<file path="src/rtl/clkdiv_pkg.sv">
// Shared definitions for the programmable clock divider family.
//
// Contents:
//   clkdiv_mode_e - output mode selector.
//                   MODE_TOGGLE produces a 50%-duty divided clock.
//                   MODE_PULSE produces a one-cycle strobe.
//   DIV_250K, DIV_25K, DIV_2K5, DIV_250 - terminal counts for the standard
//                   rates used by the old fixed divider. Any of them can be
//                   used as DEFAULT_DIV.
package clkdiv_pkg;

  typedef enum logic {
    MODE_TOGGLE = 1'b0,
    MODE_PULSE  = 1'b1
  } clkdiv_mode_e;

  localparam int DIV_250K = 250000;
  localparam int DIV_25K  = 25000;
  localparam int DIV_2K5  = 2500;
  localparam int DIV_250  = 250;

endpackage

</file>
<file path="src/rtl/clkdiv_counter.sv">
// Free-running terminal counter for the programmable clock divider.
//
// The count runs from 0 up to terminal_val, then wraps to 0.
// Wrapping only happens on an exact CNT_W-bit match, so there is no
// other wrap point.
//
// Ports:
//   clk          - system clock, rising edge
//   reset        - synchronous active-high reset, clears the count
//   clear        - synchronous phase restart, clears the count
//   en           - count enable; when low the count holds
//   terminal_val - terminal count T currently in use
//   terminal     - high while count == terminal_val
module clkdiv_counter #(
  parameter int CNT_W = 19
) (
  input  logic             clk,
  input  logic             reset,
  input  logic             clear,
  input  logic             en,
  input  logic [CNT_W-1:0] terminal_val,
  output logic             terminal
);

  logic [CNT_W-1:0] count;

  assign terminal = (count == terminal_val);

  // Count up while enabled and wrap to zero after the terminal value.
  // The wrap at terminal also serves as the count reset when a new setting
  // commits at a period boundary, because commits only happen at terminal.
  always_ff @(posedge clk) begin
    if (reset || clear) begin
      count <= '0;
    end else if (en) begin
      count <= terminal ? '0 : count + CNT_W'(1);
    end
  end

endmodule

</file>
<file path="src/rtl/clock_divider_prog.sv">
// Runtime-programmable clock divider.
//
// Modes:
//   Toggle mode produces div_clk with period 2*(T+1) and 50% duty.
//   Pulse mode produces div_tick, a one-cycle strobe with period T+1.
//
// New divisor/mode settings are staged in a pending register. They only
// take effect at a full output-period boundary, or on restart, so the
// output never glitches.
//
// Ports:
//   clk        - system clock, rising edge
//   reset      - synchronous active-high reset
//   en         - count enable; low freezes counter and div_clk,
//                and forces div_tick low
//   restart    - synchronous phase restart; also commits any pending setting
//   div_load   - strobe capturing div_val/mode_val as the pending setting
//   div_val    - requested terminal count T
//   mode_val   - requested mode (0 toggle, 1 pulse)
//   div_clk    - divided clock (toggle mode only, else 0)
//   div_tick   - one-cycle strobe (pulse mode only, else 0)
//   pending    - a staged setting is waiting for a boundary
//   active_div - terminal count currently in use
module clock_divider_prog
  import clkdiv_pkg::*;
#(
  parameter int CNT_W        = 19,
  parameter int DEFAULT_DIV  = DIV_250K,
  parameter bit DEFAULT_MODE = 1'b0
) (
  input  logic             clk,
  input  logic             reset,
  input  logic             en,
  input  logic             restart,
  input  logic             div_load,
  input  logic [CNT_W-1:0] div_val,
  input  logic             mode_val,
  output logic             div_clk,
  output logic             div_tick,
  output logic             pending,
  output logic [CNT_W-1:0] active_div
);

  clkdiv_mode_e     mode;
  clkdiv_mode_e     pend_mode;
  logic [CNT_W-1:0] pend_div;
  logic             terminal;
  logic             at_boundary;
  logic             commit_now;

  clkdiv_counter #(
    .CNT_W(CNT_W)
  ) u_counter (
    .clk         (clk),
    .reset       (reset),
    .clear       (restart),
    .en          (en),
    .terminal_val(active_div),
    .terminal    (terminal)
  );

  // A period ends at the falling edge of div_clk in toggle mode.
  // In pulse mode, every terminal event ends a period.
  // A pending setting commits there, or immediately on restart.
  always_comb begin
    at_boundary = terminal && ((mode == MODE_PULSE) || div_clk);
    commit_now  = pending && (restart || (en && at_boundary));
  end

  // Staging register, active setting and registered outputs.
  //
  // The commit happens first, then the load. So a load arriving in the
  // same cycle as a commit becomes the next pending setting instead of
  // being lost.
  //
  // Mode switches need no special handling for div_clk. A toggle->pulse
  // commit happens exactly as div_clk falls. In pulse mode, div_clk never
  // leaves 0.
  always_ff @(posedge clk) begin
    if (reset) begin
      div_clk    <= 1'b0;
      div_tick   <= 1'b0;
      pending    <= 1'b0;
      active_div <= CNT_W'(DEFAULT_DIV);
      mode       <= clkdiv_mode_e'(DEFAULT_MODE);
      pend_div   <= CNT_W'(DEFAULT_DIV);
      pend_mode  <= clkdiv_mode_e'(DEFAULT_MODE);
    end else begin
      if (commit_now) begin
        active_div <= pend_div;
        mode       <= pend_mode;
      end

      if (div_load) begin
        pend_div  <= div_val;
        pend_mode <= clkdiv_mode_e'(mode_val);
        pending   <= 1'b1;
      end else if (commit_now) begin
        pending <= 1'b0;
      end

      if (restart) begin
        div_clk  <= 1'b0;
        div_tick <= 1'b0;
      end else if (en) begin
        div_tick <= terminal && (mode == MODE_PULSE);
        if (terminal && (mode == MODE_TOGGLE)) begin
          div_clk <= ~div_clk;
        end
      end else begin
        div_tick <= 1'b0;
      end
    end
  end

endmodule

</file>
<file path="config.mk">
export PLATFORM = sky130hd
export DESIGN_NAME = clock_divider_prog
export DESIGN_NICKNAME = d
export VERILOG_FILES = /design/src/rtl/clkdiv_pkg.sv /design/src/rtl/clkdiv_counter.sv /design/src/rtl/clock_divider_prog.sv
export SDC_FILE = /design/constraint.sdc
export NUM_CORES = 1
export LEC_CHECK = 0
export CAP_MARGIN = 30
export CELL_PAD_IN_SITES_DETAIL_PLACEMENT = 0
export CELL_PAD_IN_SITES_GLOBAL_PLACEMENT = 1
export CORE_MARGIN = 2
export CORE_UTILIZATION = 39
export CTS_CLUSTER_DIAMETER = 150
export CTS_CLUSTER_SIZE = 40
export DETAILED_ROUTE_END_ITERATION = 10
export GPL_TIMING_DRIVEN = 0
export PLACE_DENSITY = 0.75
export SETUP_SLACK_MARGIN = 0.4
export SLEW_MARGIN = 20
export SYNTH_ARGS = -nofsm -noshare
export SYNTH_HDL_FRONTEND = slang
export SYNTH_SLANG_ARGS = --single-unit
export TNS_END_PERCENT = 30
</file>
<file path="constraint.sdc">
create_clock -name clk -period 2.35 [get_ports clk]
set_input_delay 0.47 -clock clk [delete_from_list [all_inputs] [get_ports clk]]
set_output_delay 0.47 -clock clk [all_outputs]
set_load 0.02 [all_outputs]
</file>
* After elaboration in Yosys (flattened, before gate mapping)
Cells that the tools add are included.
W data, S select, Z words.
** Word-level totals
- Bits of input ports :: 25
- Register bits after elaboration :: 62
- Output and inout bits :: 22
- Word-level logic and storage cells :: 28
** Cells by class
- Eq/ne operators :: 1
- Muxes and demuxes :: 3
- Reduce and logical (&&, ||, !) cells :: 12
- Add/subtract/negate cells :: 1
- Bitwise operators :: 3
** Operators by type and width (count)
- $add A19 B1 Y19 const B :: 1
- $eq A19 B19 Y1 :: 1
- $mux W19 :: 1
- $logic_and A1 B1 Y1 :: 5
- $logic_or A1 B1 Y1 :: 3
- $not A1 Y1 :: 3
- $reduce_or A3 Y1 :: 1
- $mux W1 :: 2
- $reduce_and A2 Y1 :: 1
- $reduce_bool A2 Y1 :: 1
- $reduce_or A2 Y1 :: 1

* Depth between registers and ports, before layout
Gate-level depths: netlist of run 1.
- Depth after elaboration :: 7
- Mapped depth :: 7
- Mapped depth without buffers :: 7

* Modules after synthesis
Synthesis of run 1 repeated with hierarchy kept, for this count alone.
** Unflattened totals
- Cell total of the unflattened synthesis :: 329
- Area, all modules :: 2971.6 sq um
** By module, submodules not included
- clock_divider_prog :: area an instance 1889.3 sq um, seq. area each 860.8 sq um, cells each 200, instances 1
- clkdiv_counter :: area an instance 1082.3 sq um, seq. area each 380.4 sq um, cells each 129, instances 1

* Worst setup path before layout of run 1
Ideal clock, no wire load.
- Kind :: register to register
- Start :: register active_div[14]
- End :: register u_counter.count[15]
- Cell stages (with the launch flop) :: 8
- Buffers on the path :: 1
- Library setup time :: 115 ps
- Arrival :: 1797 ps
- Clock period less this slack :: 1911 ps
- Setup slack :: 439 ps
- Required time :: 2235 ps
- Cells stage by stage :: dfxtp_1 -> xor2_1 -> nor4_1 -> nand3_1 -> or3_1 -> nand2_4 -> buf_4 -> nor2_1
** On the way
- Word-level cells in the longest chain between the ends :: 2
** RTL lines
- start: declaration :: line clock_divider_prog.sv:41 : output logic [CNT_W-1:0] active_div
- start signal: assignment :: line clock_divider_prog.sv:84 : active_div <= CNT_W'(DEFAULT_DIV);
- start signal: assignment :: line clock_divider_prog.sv:90 : active_div <= pend_div;
- $eq A19 B19 Y1 :: line clkdiv_counter.sv:27 : assign terminal = (count == terminal_val);
- $mux W19 :: line clkdiv_counter.sv:36 : count <= terminal ? '0 : count + CNT_W'(1);
- end signal: assignment :: line clkdiv_counter.sv:36
- end: declaration :: line clkdiv_counter.sv:25 : logic [CNT_W-1:0] count;
No other way between the ends.
A chain may end at the register's enable or synchronous reset.

* Worst setup path after layout of run 1
- Start :: register pending
- End :: output pending
** RTL lines
- start: declaration :: line clock_divider_prog.sv:40 : output logic pending,
- start signal: assignment :: line clock_divider_prog.sv:83 : pending <= 1'b0;
- start signal: assignment :: line clock_divider_prog.sv:97 : pending <= 1'b1;
- start signal: assignment :: line clock_divider_prog.sv:99 : pending <= 1'b0;
No word-level cell between the ends.

==> impl_metrics.csv, run 1 <==
group,metric,value,unit
outcome,status,"complete, no violations",
setup_path,path_buf_inv,1,
cells_and_area,areaGrowthSynthToFinish,35.6,%
drt,via_per_inst,4.97,
synthesis,yosysSeqAreaShare,49.1,%
pwr,p_per_area,610,nW/um2
cells_and_area,final_util,54.3,%
setup_path,cp_max_fo,9,
sta,fin_tns_setup,0,ns
die,die_y,84.5,um
clocking,cts_buffers,9,
pwr,swShare,23.4,%
die,coreArea,6310,um2
clocking,htree_levels,3,
setup_path,crit_type,"reg2out",
setup_path,r2r-end,"pending",
setup_path,rr_worst_depth,7,
synthesis,synth_edf_count,0,
cells_and_area,layout_common_cells,"56 x dfxtp_1, 44 x clkdlybuf4s50_1, 32 x nor2_1",
worst_hold_path,hold_path.class,"in2reg",
drt,dr.first_iter.drc_count,68,
synthesis,synth-simple-area-share,16.7,%
placed_design,gp_congestion,0.814,
setup_path,cpPeakStageDelay,0.66,ns
synthesis,ys_warn_count,0,
synthesis,synth_top_area_share,49.1,%
setup_path,reg2reg_from,"active_div[9]",
drt,drc,0,
setup_path,cp-end-kind,"output pin",
setup_path,crit_end,"pending",
global_route,grt_pass1_vias,1884,
setup_path,critPathLaunchType,"flop",
job,drv_cap,0,
drt,vias,1960,
global_route,antenna_found_initial,0,
die,rows,29,
synthesis,syn_inst,251,
cells_and_area,nets,341,
setup_path,critPathRequiredTime,1.88,ns
global_route,met1_usage,21.8,%
cells_and_area,diodes,0,
global_route,grt_max_degree,11,
synthesis,synthAdderAreaFrac,0.495,%
drt,drtAntennaViolNets,0,
sta,fin_skew,0.00779,ns
global_route,track_usage,16.4,%
setup_path,path_delay_family,"buffers and inverters",
synthesis,syn-num-nets,277,
drt,drt_pre_antenna_iters,4,
sta,max_freq,510,MHz
setup_path,cp_slowest_cell,"clkdlybuf4s50_1",
setup_path,arrival,1.49,ns
synthesis,synth-seq-cells,62,
die,die_w,84.5,um
sta,fin_crit_sh,83.4,%
die,ios,47,
sta,finalHoldViolations,0,
sta,rsz0062_at_grt,"yes",
synthesis,ys.flop_type,"dfxtp_1",
pwr,p_seq_share,52.8,%
setup_path,reg2reg_slack,0.40,ns
placed_design,portBuffers,44,
pwr,net-switching-power,0.000490,W
global_route,met2_usage,24.8,%
placed_design,hpwlAfterDp,4040,um
global_route,grt-ovfl-total,0,
global_route,grt_pass1_wl,9200,um
sta,period_needed,1.96,ns
drt,wl_per_cell,14.2,um
synthesis,synth_compound_area_share,9.59,%
synthesis,synth_xor_area_share,13.2,%
synthesis,synth_area_per_cell,10.1,um2
setup_path,crit_chain,"clkdlybuf4s50_1",
die,dieArea,7150,um2
sta,setup_violations,0,
setup_path,crit_start,"pending",
cells_and_area,final_common_cell,"dfxtp_1",
global_route,grt_util_met3,6.19,%
synthesis,synth.distinct_cells,37,
drt,drt_wl_total,5580,um
clocking,cts-root-buf,"clkbuf_8",
sta,max-slew-margin-rel,51.0,%
synthesis,synthTopCellsByArea,"dfxtp_1 49%, mux2i_1 8.3%, xor2_1 7.3%, xnor2_1 5.9%, nor2_1 5.5%",
pwr,power,0.00209,W
clocking,clk_latency,0.33,ns
pwr,ir_worst_vdd,0.339,mV
sta,worstMarginPinSlew,0.735,ns
pwr,p_clk_share,37.9,%
pwr,combPwrFrac,9.3,%
clocking,cts.sinks,62,
pwr,power.internal,0.00160,W
setup_path,cp.depth,1,
synthesis,synth.area.mux_share,8.31,%
clocking,tritoncts,"done",
synthesis,ys_async_sr_fraction,0,%
synthesis,synth_top_family_by_area,"simple AND/OR/NAND/NOR gates",
clocking,clk_pin_slew,0.06,ns
synthesis,syn_area,2530,um2
synthesis,yosysTopAreaCell,"dfxtp_1",
sta,slew_violations,0,
global_route,top_usage_layer,"met2",
pwr,power.leakage,1.33,nW
clocking,clock_path_buffers,2,
cells_and_area,drive_gt1_share,15.5,%
die,start_util,40.1,%
layout make-up:
class	instances	area, um2
buffer	9	57.6
clock buffer	11	151
clock inverter	2	10.0
fill	605	2880
inverter	6	26.3
multi-input combinational	174	1290
sequential	62	1250
tap	77	96.3
timing repair buffer	53	543
logic make-up (layout without fill, tap and decap cells):
logic type,after synthesis,after routing
and+or+nand+nor,86,86
DFF,62,62
xor gates and xnor gates,38,38
AOI/OAI and AO/OA,28,28
muxes,21,21
buffers and inverters,15,81
adders and majority gates,1,1
synthesized netlist by cell type (2+ instances only):
cell type	n
and3_1	5
nand2_1	13
nor4_1	3
a22o_1	12
nor2b_1	4
o22a_1	7
mux2i_1	21
and4_1	2
nand3_1	7
inv_1	5
nor3_1	2
xnor2_1	17
buf_1	3
nand4_1	8
nor2_1	37
clkbuf_1	3
xor2_1	21
dfxtp_1	62
power by group through the flow:
stage	sequential [W]	combinational (W)	clock, W
final	0.00111	0.000195	0.000793
after floorplan	0.00113	0.0000885	0
after detailed placement	0.00113	0.000171	0
after global placement	0.00113	0.000168	0
after global routing	0.00111	0.000213	0.000861
after CTS	0.00111	0.000184	0.000823
registers in the layout, summed over array words and instances, names as in the netlist:
register         count
active_div          19
pend_mode            1
pend_div            19
div_tick             1
div_clk              1
mode                 1
pending              1
u_counter.count     19
layer usage:
layer | vias to the layer above | wire [um] | part of all wire [%]
met2 | 48 | 2620 | 47
met3 | 8 | 267 | 4.8
met5 | - | 0 | 0
li1 | 1004 | - | -
met1 | 900 | 2640 | 47
met4 | 0 | 60 | 1.1
worst min path at each step:
stage                 start             end  slack [ns]  cells after the start
2_1_floorplan  pend_div[12]  active_div[12]        0.44                      1
3_3_place_gp    pend_div[4]   active_div[4]        0.45                      1
3_5_place_dp    pend_div[1]   active_div[1]        0.45                      1
4_1_cts            div_load    pend_div[13]        0.45                      3
5_1_grt         pend_div[9]   active_div[9]        0.49                      1
6_report           div_load    pend_div[13]        0.47                      3
through the flow:
stage	setup WS (ns)	std cells	hold WS, ns	area (um2)
final	0.390	394	0.465	3430
after global routing	0.316	394	0.491	3430
after CTS	0.335	390	0.446	3320
after detailed placement	0.145	372	0.453	3070
after global placement	0.155	372	0.455	3070
after floorplan	0.439	251	0.436	2530
what timing repair did:
| item | 4_1_cts | 5_1_grt |
|---|---|---|
| gates resized for setup | 13 | 20 |
| endpoints found under the setup margin | 40 | 41 |
| hold endpoints to repair | 0 | 0 |
| hold buffers | 0 | 0 |
| setup buffers | 4 | 2 |
| gates cloned | 1 | 2 |
| pin swaps | 6 | 6 |
Note: power is estimated with default switching activity, not from simulation.
==> run 2, diff against run 1 <==
--- a/config.mk
+++ b/config.mk
@@ -9,12 +9,12 @@
 export CELL_PAD_IN_SITES_DETAIL_PLACEMENT = 0
 export CELL_PAD_IN_SITES_GLOBAL_PLACEMENT = 1
 export CORE_MARGIN = 2
-export CORE_UTILIZATION = 39
+export CORE_UTILIZATION = 36
 export CTS_CLUSTER_DIAMETER = 150
 export CTS_CLUSTER_SIZE = 40
 export DETAILED_ROUTE_END_ITERATION = 10
 export GPL_TIMING_DRIVEN = 0
-export PLACE_DENSITY = 0.75
+export PLACE_DENSITY = 0.72
 export SETUP_SLACK_MARGIN = 0.4
 export SLEW_MARGIN = 20
 export SYNTH_ARGS = -nofsm -noshare
==> constraint.sdc (replaced) <==
create_clock -name clk -period 1.69 [get_ports clk]
set_input_delay 0.338 -clock clk [delete_from_list [all_inputs] [get_ports clk]]
set_output_delay 0.338 -clock clk [all_outputs]
set_load 0.02 [all_outputs]
==> impl_metrics.csv, run 2 (synthesized netlist as in run 1, its figures left out) <==
group,metric,value,unit
outcome,status,"complete, but fails checks",
outcome,violations,"setup timing",
placed_design,portBuffers,44,
cells_and_area,drive_gt1_share,24.2,%
drt,wl_per_cell,13.4,um
setup_path,cp-end-kind,"flop",
pwr,p_per_area,941,nW/um2
setup_path,cp_max_fo,4,
sta,rsz0062_at_grt,"yes",
clocking,ctsHoldBuffers,0,
setup_path,critPathLaunchType,"flop",
worst_hold_path,min-delay-start,"div_load",
sta,max-slew-margin-rel,49.9,%
worst_hold_path,holdPathEnd,"pend_div[13]",
clocking,htree_levels,3,
placed_design,post_dp_cell_area,3120,um2
drt,via_per_inst,4.66,
cells_and_area,layout_common_cells,"48 x dfxtp_1, 36 x nor2_1, 22 x clkdlybuf4s50_1",
sta,max_freq,529,MHz
sta,slew_violations,0,
setup_path,rr_worst_depth,7,
cells_and_area,final_common_cell,"dfxtp_1",
setup_path,reg2reg_slack,-0.20,ns
die,start_util,37.2,%
die,die_w,87.8,um
cells_and_area,areaGrowthSynthToFinish,34.1,%
sta,layout_setup_ws,-0.199,ns
clocking,tritoncts,"done",
sta,worstMarginPinSlew,0.751,ns
sta,finalHoldViolations,0,
drt,drtAntennaViolNets,0,
clocking,cts.sinks,62,
placed_design,hpwlAfterDp,4010,um
clocking,cts-root-buf,"clkbuf_8",
sta,period_needed,1.89,ns
die,dieArea,7710,um2
clocking,clk_latency,0.33,ns
die,rows,30,
cells_and_area,diodes,0,
drt,drt_pre_antenna_iters,4,
sta,setup_violations,41,
cells_and_area,nFillCells,654,
clocking,cts_buffers,9,
pwr,power.leakage,1.34,nW
drt,drt_wl_total,5570,um
sta,fin_skew,0.00719,ns
drt,dr.first_iter.drc_count,41,
global_route,grt_pass1_wl,8740,um
die,coreArea,6790,um2
die,die_y,87.8,um
global_route,track_usage,14.8,%
global_route,grt-ovfl-total,0,
setup_path,critPathRequiredTime,1.91,ns
sta,hold_ws,0.329,ns
global_route,grt_max_degree,12,
placed_design,gp_congestion,0.764,
cells_and_area,top_regs,"active_div x19, pend_div x19, u_counter.count x19",
clocking,clk_pin_slew,0.07,ns
cells_and_area,nets,339,
setup_path,arrival,2.11,ns
worst_hold_path,hold_path.class,"in2reg",
global_route,grt_pass1_vias,1861,
pwr,ir_worst_vdd,0.476,mV
drt,vias,1929,
setup_path,r2r-end,"pending",
global_route,antenna_found_initial,0,
worst_hold_path,hold_depth,3,
cells_and_area,stdcell_area,3390,um2
clocking,clock_path_buffers,2,
die,ios,47,
setup_path,reg2reg_from,"active_div[8]",
sta,fin_crit_sh,112,%
setup_path,crit_type,"reg2reg",
placed_design,dp_slack,-0.404,ns
drt,drc,0,
job,drv_cap,0,
==> run 2: cell count changes in the layout (fill, tap and decap cells not counted), sizes merged <==
cell,before,now
clkdlybuf4s50,44,22
bufinv,0,2
clkinvlp,1,2
clkdlybuf4s15,0,2
clkinv,2,3
buf,14,32
clkbuf,15,14
==> run 2: what timing repair did <==
item | 4_1_cts | 5_1_grt
buffers inserted | 2 | 4
pin swaps | 15 | 2
gates resized for setup | 100 | 14
endpoints found under the setup margin | 81 | 49
gates cloned | 1 | 0
==> run 2: how the worst max path moves through the flow <==
stage | from | end | depth (start not counted)
after global placement | reset | mode | 5
after global routing | active_div[8] | active_div[8] | 8
after detailed placement | reset | mode | 5
after floorplan | active_div[7] | active_div[6] | 7
final | active_div[8] | pending | 7
after CTS | active_div[8] | active_div[10] | 7
==> run 2: power breakdown <==
part           internal, W  leakage (nW)  switching [W]
combinational     0.000133         0.725       0.000121
clock             0.000828         0.106       0.000575
sequential         0.00150         0.509      0.0000344
total              0.00246          1.34       0.000731
==> run 2: per-stage QoR <==
| stage | cells | power [W] | util (%) | setup TNS, ns |
|---|---|---|---|---|
| after floorplan | 251 | 0.00170 | - | -0.818 |
| after global placement | 391 | 0.00181 | 45.9 | -12.82 |
| after detailed placement | 391 | 0.00181 | 45.9 | -12.05 |
| after CTS | 410 | 0.00321 | 48.8 | -8.37 |
| after global routing | 414 | 0.00331 | 49.9 | -10.80 |
| final | 414 | 0.00319 | 49.9 | -6.02 |
==> run 2: layer usage <==
layer  up-vias  part of all wire, %  wire length [um]  track usage [%]
met5         -                    0                 0                0
met4         0                 0.47                26             4.62
met3         2                  3.8               211             4.52
met2        41                   46              2590             24.1
met1       884                   49              2740             18.8
li1       1002                    -                 -                -
==> run 2: layout make-up <==
| type | instances | area, um2 | area share [%] |
|---|---|---|---|
| Tap cell | 96 | 120 | 3.54 |
| Clock inverter | 6 | 86.3 | 2.55 |
| Buffer | 9 | 62.6 | 1.84 |
| Multi-Input combinational cell | 174 | 1280 | 37.9 |
| Sequential cell | 62 | 1270 | 37.4 |
| Timing Repair Buffer | 51 | 415 | 12.2 |
| Clock buffer | 10 | 128 | 3.76 |
| Inverter | 6 | 26.3 | 0.775 |
==> run 2: worst max-delay path, cell delays in order (launching register included) <==
cell and delay [ns]:
dfxtp_4 0.35, xor2_1 0.17, nor4_2 0.29, nand3_1 0.12, buf_6 0.15, or3_4 0.39
o2111ai_2 0.22, o21ai_1 0.08
